===== src/rtl/aes_enc_feeder.sv =====
// aes_enc_feeder: packs big-endian 32-bit plaintext words into 128-bit blocks,
// buffers up to FIFO_DEPTH blocks and issues them to aes_core one at a time,
// counting completed blocks.
// Define AES_FEEDER_CBC_EN to build the CBC chain register; otherwise ECB.
module aes_enc_feeder #(
  parameter int unsigned FIFO_DEPTH = 2
) (
  input  logic         clk,
  input  logic         reset,
  input  logic         in_valid,
  input  logic [31:0]  in_data,
  output logic         in_ready,
  input  logic [127:0] iv,
  input  logic         iv_load,
  input  logic         ready_key,
  input  logic         iready_enc,
  input  logic         oready_enc,
  input  logic [127:0] result_enc,
  output logic [127:0] block_enc,
  output logic         reset_enc,
  output logic         busy,
  output logic [15:0]  blk_count
);

  localparam int unsigned AW = $clog2(FIFO_DEPTH);
  localparam logic [AW:0] PTR_ONE = {{AW{1'b0}}, 1'b1};

  typedef enum logic [1:0] {IDLE, START, GUARD, WAIT} state_t;

  state_t        state, state_nxt;
  logic [1:0]    word_cnt;
  logic [95:0]   staging;
  logic [127:0]  fifo_mem [FIFO_DEPTH];
  logic [AW:0]   wr_ptr, rd_ptr;
  logic          fifo_empty, fifo_full;
  logic          word_fire, push, pop, iv_take;
  logic [127:0]  head, issue_blk;
  logic [15:0]   done_cnt;

  assign fifo_empty = (wr_ptr == rd_ptr);
  assign fifo_full  = (wr_ptr[AW] != rd_ptr[AW]) &&
                      (wr_ptr[AW-1:0] == rd_ptr[AW-1:0]);
  assign in_ready   = (word_cnt != 2'd3) || !fifo_full;
  assign word_fire  = in_valid && in_ready;
  assign push       = word_fire && (word_cnt == 2'd3);
  assign head       = fifo_mem[rd_ptr[AW-1:0]];
  assign pop        = (state == IDLE) && !fifo_empty && ready_key &&
                      iready_enc && !iv_take;
  assign blk_count  = done_cnt;

`ifdef AES_FEEDER_CBC_EN
  logic [127:0] chain;

  assign iv_take   = iv_load && (state == IDLE);
  assign issue_blk = head ^ chain;

  // Chain register: IV load in IDLE, otherwise last ciphertext on completion.
  always_ff @(posedge clk or posedge reset) begin
    if (reset)                            chain <= '0;
    else if (iv_take)                     chain <= iv;
    else if (state == WAIT && oready_enc) chain <= result_enc;
  end
`else
  logic unused_cbc;

  assign iv_take    = 1'b0;
  assign issue_blk  = head;
  assign unused_cbc = ^{iv, iv_load, result_enc};
`endif

  // Word packing: first three words staged, fourth completes the block.
  always_ff @(posedge clk or posedge reset) begin
    if (reset) begin
      word_cnt <= '0;
      staging  <= '0;
    end else if (word_fire) begin
      word_cnt <= word_cnt + 2'd1;
      case (word_cnt)
        2'd0:    staging[95:64] <= in_data;
        2'd1:    staging[63:32] <= in_data;
        2'd2:    staging[31:0]  <= in_data;
        default: ;
      endcase
    end
  end

  // Block FIFO storage; contents need no reset since pointers define validity.
  always_ff @(posedge clk) begin
    if (push) fifo_mem[wr_ptr[AW-1:0]] <= {staging, in_data};
  end

  // FIFO pointers; push and pop may occur together.
  always_ff @(posedge clk or posedge reset) begin
    if (reset) begin
      wr_ptr <= '0;
      rd_ptr <= '0;
    end else begin
      if (push) wr_ptr <= wr_ptr + PTR_ONE;
      if (pop)  rd_ptr <= rd_ptr + PTR_ONE;
    end
  end

  // Issued block is captured only on the IDLE->START transition.
  always_ff @(posedge clk or posedge reset) begin
    if (reset)    block_enc <= '0;
    else if (pop) block_enc <= issue_blk;
  end

  // Completed-block counter, wraps modulo 2^16.
  always_ff @(posedge clk or posedge reset) begin
    if (reset)                            done_cnt <= '0;
    else if (state == WAIT && oready_enc) done_cnt <= done_cnt + 16'd1;
  end

  // Issue FSM state register.
  always_ff @(posedge clk or posedge reset) begin
    if (reset) state <= IDLE;
    else       state <= state_nxt;
  end

  // Issue FSM next-state; GUARD lets the core drop a stale oready_enc.
  always_comb begin
    state_nxt = state;
    case (state)
      IDLE:    if (pop) state_nxt = START;
      START:   state_nxt = GUARD;
      GUARD:   state_nxt = WAIT;
      WAIT:    if (oready_enc) state_nxt = IDLE;
      default: state_nxt = IDLE;
    endcase
  end

  // Issue FSM outputs.
  always_comb begin
    reset_enc = (state == START);
    busy      = (state != IDLE) || !fifo_empty || (word_cnt != 2'd0);
  end

endmodule


===== config.mk =====
export PLATFORM = sky130hd
export DESIGN_NAME = aes_enc_feeder
export DESIGN_NICKNAME = d
export VERILOG_FILES = /design/src/rtl/aes_enc_feeder.sv
export SDC_FILE = /design/constraint.sdc
export NUM_CORES = 1
export LEC_CHECK = 0
export ABC_CLOCK_PERIOD_IN_PS = 7300
export CORE_UTILIZATION = 45
export CTS_CLUSTER_SIZE = 20
export DETAILED_ROUTE_END_ITERATION = 12
export PLACE_DENSITY = 0.84
export SYNTH_ARGS = -nofsm -noshare
export SYNTH_HDL_FRONTEND = slang
export SYNTH_SLANG_ARGS = --single-unit
export TNS_END_PERCENT = 100

===== constraint.sdc =====
create_clock -name clk -period 7.3 [get_ports clk]
set_input_delay 0.73 -clock clk [delete_from_list [all_inputs] [get_ports clk]]
set_output_delay 0.73 -clock clk [all_outputs]
set_load 0.005 [all_outputs]

== Word level (Yosys, flattened, before mapping) ==
Memory sizes are Yosys's and may differ from the RTL's. A register that Yosys moved wholly into a read port is not among the register bits.
Index checks and enable logic that the tools add are counted.

* Register bits: 120
* RAM bits: 256
* Input port bits: 295
* Output and inout port bits: 147
* Logic and storage cells: 50
* Memories: 1

{| class="wikitable"
|+ Memories
! memory !! words !! bits a word !! rd ports !! clocked after memory_dff !! wr ports !! line !! RTL
|-
| fifo_mem || 2 || 128 || 1 || 1 || 1 || 33 || <nowiki>logic [127:0] fifo_mem [FIFO_DEPTH];</nowiki>
|}

* Add/subtract/negate cells: 4
* Eq/ne operators: 12
* Multiplexer cells: 5
* Reduce and logical (&&, ||, !) cells: 20

{| class="wikitable"
|+ Operators with widths
! kind !! count
|-
| adder 16 x 1 -> 16 bit (second input constant) || 1
|-
| equality test 2 bit (second input constant) || 4
|-
| one-hot mux 2 bit (4 select lines) || 1
|-
| AND reduction 2 bit || 4
|-
| logical AND 1 bit || 7
|-
| adder 2 x 1 -> 2 bit (second input constant) || 3
|-
| inequality test 2 bit (second input constant) || 3
|-
| equality test 2 x 1 -> 1 bit (second input constant) || 2
|-
| logical NOT 2 bit || 2
|-
| 2-to-1 mux 2 bit || 2
|-
| nonzero test 2 bit || 2
|-
| logical OR 1 bit || 3
|-
| equality test 2 bit || 1
|-
| logical NOT 1 bit || 2
|-
| 2-to-1 mux 1 bit || 2
|-
| equality test 1 bit || 1
|-
| inequality test 1 bit || 1
|}

== Logic depth before layout (Yosys ltp) ==
Gate-level depths: netlist of the first run.

* Word-level depth: 8
* Depth in mapped cells: 8
* Depth with buffers taken out: 5

== Least setup slack after synthesis of the first run ==
OpenSTA, ideal clock, no wires.

* Path type: input to register
* Start point: in in_valid
* End point: mem fifo_mem[0][0], enable pin
* Setup time: 617 ps
* Data arrival time: 6424 ps
* Path slack: 260 ps
* Stages on the path: 4
* Buffers on the path: 0
* Cells stage by stage: inv_1 a31oi_4 nand2_1 nor2_1

* Longest elaborated chain between the ends: 4

{| class="wikitable"
|+ Ends and longest elaborated chain
! item !! line !! RTL
|-
| from (decl) || 10 || <nowiki>input logic in_valid,</nowiki>
|-
| logical AND 1 bit || 44 || <nowiki>assign word_fire = in_valid && in_ready;</nowiki>
|-
| logical AND 1 bit || 45 || <nowiki>assign push = word_fire && (word_cnt == 2'd3);</nowiki>
|-
| 2-to-1 mux 1 bit || 89 || <nowiki>if (push) fifo_mem[wr_ptr[AW-1:0]] <= {staging, in_data};</nowiki>
|-
| 2-to-1 mux 1 bit (not written as such) || 89 ||
|-
| to (decl) || 33 ||
|}

No other way between the ends.

== Worst setup path after layout of the first run ==
* Start point: reg rd_ptr[0]
* End point: mem fifo_mem[1][124], enable pin

* Longest elaborated chain between the ends: 8

{| class="wikitable"
|+ Ends and longest elaborated chain
! item !! line !! RTL
|-
| from (decl) || 34 || <nowiki>logic [AW:0] wr_ptr, rd_ptr;</nowiki>
|-
| from (signal assigned) || 99 || <nowiki>if (pop) rd_ptr <= rd_ptr + PTR_ONE;</nowiki>
|-
| equality test 1 bit || 42 || <nowiki>(wr_ptr[AW-1:0] == rd_ptr[AW-1:0]);</nowiki>
|-
| logical AND 1 bit || 41 || <nowiki>assign fifo_full = (wr_ptr[AW] != rd_ptr[AW]) &&</nowiki>
|-
| logical NOT 1 bit || 43 || <nowiki>assign in_ready = (word_cnt != 2'd3) || !fifo_full;</nowiki>
|-
| logical OR 1 bit || 43 ||
|-
| logical AND 1 bit || 44 ||
|-
| logical AND 1 bit || 45 ||
|-
| 2-to-1 mux 1 bit || 89 ||
|-
| 2-to-1 mux 1 bit (not written as such) || 89 ||
|}

No other way between the ends.

==> results by group, run 1 <==
Status
  – Status: completed

Placement
  – HPWL after DPL: 20400 um
  – Routability cong.: 0.775
  – DP Cell Count: 1799
  – Port Buffers: 184

Power and ir drop
  – VDD IR max: 0.283 mV
  – P_leak: 9.09 nW
  – Cell Pwr Density: 425 mW/mm2

Clocking
  – CTS tree: done
  – Clk sinks: 504
  – Clk Tree Root Cell: clkbuf_16
  – Post-CTS setup repair buffer count: 0
  – Clock insertion delay at the later pin of the skew report: 570 ps
  – Post-cts resize count: 0
  – Bufs on Longest Clock Path: 3
  – # hold bufs at CTS: 0
  – Total CTS buffers: 50
  – H-tree Lvls: 2
  – Clock Pin Slew Worst Setup and Hold Paths: 60 ps

Routing
  – Post-DR wirelength/cell: 18.7 um
  – DR vias/cell: 5.05
  – Initial DRC Count: 577
  – DRT Pass-1 Iters: 4
  – Final wirelength: 35300 um
  – # DRC: 0
  – Final ANT Viol Nets: 0
  – Vias post-DR: 9562

Synth
  – Synthesized cell area: 0.0187 mm2
  – Seq cells post-synth: 504
  – Synth cell types: 29
  – Synth Net Count: 1430
  – Register area share after synthesis: 74.2%
  – Synth Flop Type: edfxtp_1
  – Syn avg cell area: 16.6 um2
  – Yosys warns: 0
  – Post-synth ARST share: 49.2%
  – Synth Instances: 1125
  – Post-synth EDFFs: 256

Timing
  – Final Critical Period: 3690 ps
  – Worst hold slack: 460 ps
  – Setup violators final: 0
  – Max frequency: 0.271 GHz
  – Clk_skew: 12.0 ps
  – Max-slew violations: 0
  – Unrepaired setup endpoints after global routing: no
  – Final period utilization: 50.5%
  – Post-Route Setup TNS: 0 ps
  – Endpoints failing hold: 0
  – Max_slew headroom: 26.0%
  – Worst Tran Pin Value: 1110 ps

Setup path
  – Critical path arrival: 3870 ps
  – CP Data Required Time: 7480 ps
  – Worst Setup Start Kind: register
  – CP Max Fanout: 66
  – CP Class: reg2reg
  – R2R depth: 4
  – CP endpoint kind: register

Die
  – Die W: 206 um
  – Die footprint: 0.0424 mm2
  – Initial Utilization: 45.7%
  – I/O Pins: 442
  – Die height: 206 um
  – Core Region: 0.0409 mm2
  – Site Rows: 74

Layout
  – Most common cell after layout, fill and taps aside: edfxtp_1
  – Antenna cells: 0
  – Final cell count without fillers: 1892
  – Share of cells above drive strength 1: 14.0%
  – Commonest cells after routing, fill and taps aside: edfxtp_1, dfrtp_1, clkdlybuf4s50_1
  – Area grow syn2layout: 21.1%
  – Fill count: 3105
  – # nets final: 1624
  – Post-layout util: 55.4%

Global routing
  – Initial antenna violation count: 0
  – First-pass GRT wire length: 55800 um
  – Vias in the first global route: 10200
  – Grt ovf: 0
  – M1 GR Usage: 22.7%
  – GR Layer Usage met2: 27.8%
  – Busiest grt layer: met2
  – Largest net degree at the start of global routing: 138
  – GRT Overall Usage: 17.0%
  – Met3 Usage GRT: 3.53%

Job
  – Max-Cap Viols: 0

Min path
  – Hold Crit Class: reg2reg
  – Hold depth: 0
through the flow:
step	cell area (um2)	total power, mW	setup slack (ps)
final	22700	9.63	3610
after global routing	22700	10.1	3330
after CTS	22700	9.76	3520
after detailed placement	21000	7.17	3470
after global placement	21000	7.02	3500
after floorplan	18700	6.03	260
worst max-delay path: stages, from the launching register on:
cell and delay [ps]:
dfrtp_4 880, xnor2_1 250, a31oi_4 310, and3_4 890, buf_4 880
area by class of cell:
cell class / count / area [um2] / share of cell area [%]
clock buffer: 70 / 1420 / 6.25
tap: 532 / 666 / 2.94
clock inverter: 23 / 230 / 1.02
timing repair buffer: 197 / 1960 / 8.67
sequential: 504 / 13900 / 61.3
multi-input combinational: 559 / 4460 / 19.7
inverter: 7 / 30.0 / 0.132
cell families (layout without fill, tap and decap cells):
family                   Yosys count  after routing  synth area share (%)
buffers and inverters             62            297                  2.07
XOR/XNOR                          23             23                  1.12
AND/OR/NAND/NOR                  167            167                  3.62
adder cells (fa/ha/maj)           10             10                 0.669
AO/OA/AOI/OAI                    132            132                  3.69
multiplexers                     227            227                  14.6
flip-flops                       504            504                  74.2
worst paths after layout:
path | from | end | slack [ps]
max in group asynchronous | reset | block_enc[99]$_DFFE_PP0P_ | 5120
min in group asynchronous | reset | staging[17]$_DFFE_PP0P_ | 490
max reg2reg | rd_ptr[0]$_DFFE_PP0P_ | fifo_mem[1][124]$_DFFE_PP_ | 3610
min reg2reg | staging[58]$_DFFE_PP0P_ | fifo_mem[1][90]$_DFFE_PP_ | 460
min | staging[58]$_DFFE_PP0P_ | fifo_mem[1][90]$_DFFE_PP_ | 460
max | rd_ptr[0]$_DFFE_PP0P_ | fifo_mem[1][124]$_DFFE_PP_ | 3610
layer usage:
metal	vias to the layer above	wire [um]
li1	4427	-
met1	4890	15600
met2	188	17300
met3	57	1740
met4	0	762
met5	-	0
state kept, by name, summed over array words and instances (netlist names):
signal,flops
blk_count,16
wr_ptr,2
state,2
fifo_mem,256
rd_ptr,2
word_cnt,2
block_enc,128
staging,96
where the power goes:
part           switching [mW]  internal, mW  leakage [nW]
sequential              0.538          4.00          5.39
clock                    1.05          1.50         0.798
combinational            1.10          1.45          2.90
cells in the mapped netlist (all sizes together), types with 2 or more instances:
master / number / area (um2)
mux2i: 129 / 1290
xnor2: 17 / 149
clkbuf: 25 / 93.8
nor2: 6 / 22.5
nand2: 138 / 518
ha: 10 / 125
and3: 2 / 12.5
buf: 30 / 267
edfxtp: 256 / 7690
o21ai: 129 / 646
nand4: 5 / 31.3
and2: 4 / 25.0
dfrtp: 248 / 6210
nand3: 7 / 35.0
inv: 7 / 26.3
xor2: 6 / 60.1
mux2: 98 / 1440
(Power assumes the default switching activity.)
==> run 2, diff against run 1 <==
- ABC_CLOCK_PERIOD_IN_PS: 7300 -> 3000
- clock period: 7.3 -> 3 ns (I/O delays scaled with it)
==> run 2 against run 1 <==
  * Design area grew 0.70%
  * Via count grew 1.7%
  * Register-to-register slack lost 2900 ps
  * Highest routed layer unchanged
==> results by group, run 2 (synthesis results as in run 1) <==
Power and ir drop
  – Psw: 6.68 mW (+150%)
  – Total power: 23.5 mW (+140%)
  – Cell Pwr Density: 1030 mW/mm2 (+140%)
  – Clk pwr share: 25.8% (-0.6 points)
  – VDD IR max: 0.707 mV (+150%)
  – Seq pwr share: 46.9% (-0.2 points)
  – Internal: 16.8 mW (+140%)
  – Logic pwr share: 27.3% (+0.8 points)
  – Switching Fraction: 28.5% (+0.60 points)
  – P_leak: 9.16 nW (+0.77%)

Setup path
  – CP endpoint kind: primary output
  – CP Data Required Time: 2700 ps (-4780 ps)
  – R2R Path Start: rd_ptr[0]$_DFFE_PP0P_
  – R2R depth: 5 (+1)
  – Critical path launch point: rd_ptr[0]$_DFFE_PP0P_
  – Crit path to: busy
  – CP Max Fanout: 17 (-74%)
  – Worst Setup Start Kind: register
  – Worst R2R End: fifo_mem[0][74]$_DFFE_PP_
  – Critical path arrival: 2240 ps (-1630 ps)
  – Worst reg2reg setup slack: 710 ps (-2900 ps)
  – CP Class: reg2out

Die
  – Core Region: 0.0409 mm2 (unchanged)
  – Die height: 206 um (unchanged)
  – Initial Utilization: 45.7% (unchanged)
  – I/O Pins: 442 (unchanged)
  – Die footprint: 0.0424 mm2 (unchanged)
  – Die W: 206 um (unchanged)
  – Site Rows: 74 (unchanged)

Clocking
  – Post-cts resize count: 0 (unchanged)
  – Clk Tree Root Cell: clkbuf_16
  – Bufs on Longest Clock Path: 3 (unchanged)
  – Post-CTS setup repair buffer count: 0 (unchanged)
  – Clock Pin Slew Worst Setup and Hold Paths: 60 ps (about the same)
  – Clk sinks: 504 (unchanged)
  – Clock insertion delay at the later pin of the skew report: 580 ps (about the same)
  – Total CTS buffers: 50 (unchanged)
  – H-tree Lvls: 2 (unchanged)
  – CTS tree: done
  – # hold bufs at CTS: 0 (unchanged)

Global routing
  – Vias in the first global route: 10100 (-0.32%)
  – Grt ovf: 0 (unchanged)
  – Initial antenna violation count: 0 (unchanged)
  – GRT Overall Usage: 17.5% (+0.45 points)
  – Largest net degree at the start of global routing: 108 (-22%)
  – First-pass GRT wire length: 56900 um (+1.9%)

Routing
  – Post-DR wirelength/cell: 19.1 um (+2.4%)
  – DR vias/cell: 5.11 (+1.2%)
  – # DRC: 0 (unchanged)
  – Final wirelength: 36400 um (+3.0%)
  – Initial DRC Count: 577 (unchanged)
  – Final ANT Viol Nets: 0 (unchanged)
  – DRT Pass-1 Iters: 5 (+1)
  – Vias post-DR: 9729 (+1.7%)

Timing
  – Setup violators final: 0 (unchanged)
  – Clk_skew: 14.2 ps (+2.26 ps)
  – Max-slew violations: 0 (unchanged)
  – Max frequency: 0.394 GHz
  – Final Critical Period: 2540 ps
  – Final worst setup slack: 462 ps (-3150 ps)
  – Unrepaired setup endpoints after global routing: no
  – Max_slew headroom: 37.4% (+11 points)
  – Final period utilization: 84.6%
  – Post-Route Setup TNS: 0 ps (unchanged)
  – Worst Tran Pin Value: 939 ps (-170 ps)
  – Endpoints failing hold: 0 (unchanged)

Job
  – Max-Cap Viols: 0 (unchanged)

Layout
  – Most common cell after layout, fill and taps aside: edfxtp_1
  – Area occupied by registers: 0.0139 mm2 (unchanged)
  – Largest register FFs: 256 (unchanged)
  – Commonest cells after routing, fill and taps aside: edfxtp_1, dfrtp_1, clkdlybuf4s50_1
  – # nets final: 1635 (+0.68%)
  – Antenna cells: 0 (unchanged)
  – Share of cells above drive strength 1: 15.0% (+0.98 points)
  – Fill count: 3098 (-0.23%)
  – Area grow syn2layout: 22.0%
  – Layout Cell Area excl Fill: 0.0228 mm2 (+0.70%)
  – Footprint of the multi-input gates: 0.00447 mm2 (+0.11%)

Placement
  – Routability cong.: 0.739 (-4.7%)
  – Placed Area: 0.0212 mm2 (+0.95%)
  – Setup WS pre-CTS: 741 ps (-2720 ps)
  – Port Buffers: 184 (unchanged)
  – HPWL after DPL: 21400 um (+5.1%)

Min path
  – Hold Crit Class: in2async

Status
  – Status: completed
-- run 2: metal layers --
layer,track usage [%],wire length (um)
met5,0,0
met4,6.17,869
met3,3.94,2010
met2,28.4,17500
met1,23.0,16000
-- run 2: area by class of cell --
| class | instances | share of cell area (%) |
|---|---|---|
| Clock buffer | 65 | 6.04 |
| Clock inverter | 28 | 1.00 |
| Inverter | 7 | 0.132 |
| Multi-Input combinational cell | 559 | 19.6 |
| Sequential cell | 504 | 60.9 |
| Tap cell | 532 | 2.92 |
| Timing Repair Buffer | 208 | 9.46 |
-- run 2: how the worst min path moves through the flow --
stage                                end  slack [ps]  cells after the start
6_report       block_enc[20]$_DFFE_PP0P_         180                      3
5_1_grt        block_enc[20]$_DFFE_PP0P_         180                      3
4_1_cts        block_enc[20]$_DFFE_PP0P_         160                      3
3_5_place_dp   fifo_mem[0][90]$_DFFE_PP_         450                      0
3_3_place_gp   fifo_mem[1][90]$_DFFE_PP_         440                      0
2_1_floorplan   fifo_mem[0][0]$_DFFE_PP_         400                      0
-- run 2: power by group through the flow --
stage | Sequential, mW | Clock (mW) | Combinational, mW
after floorplan | 10.8 | 0 | 3.84
after global placement | 10.9 | 0 | 6.24
after detailed placement | 11.1 | 0 | 6.45
after CTS | 11.0 | 6.20 | 6.52
after global routing | 11.2 | 6.47 | 7.00
final | 11.0 | 6.06 | 6.42
-- run 2: worst max-delay path, stage by stage (launching register included) --
cell and delay (ps):
dfrtp_4 610, xor2_1 360, nor2_1 90, nand3_1 90, clkdlybuf4s50_1 510
-- run 2: per-stage QoR --
step	hold slack, ps	util, %	cells
floorplan	399	-	1125
global route	181	55.8	1903
global placement	441	51.8	1810
CTS	162	55.8	1903
finish	182	55.8	1903
detailed placement	449	51.8	1810
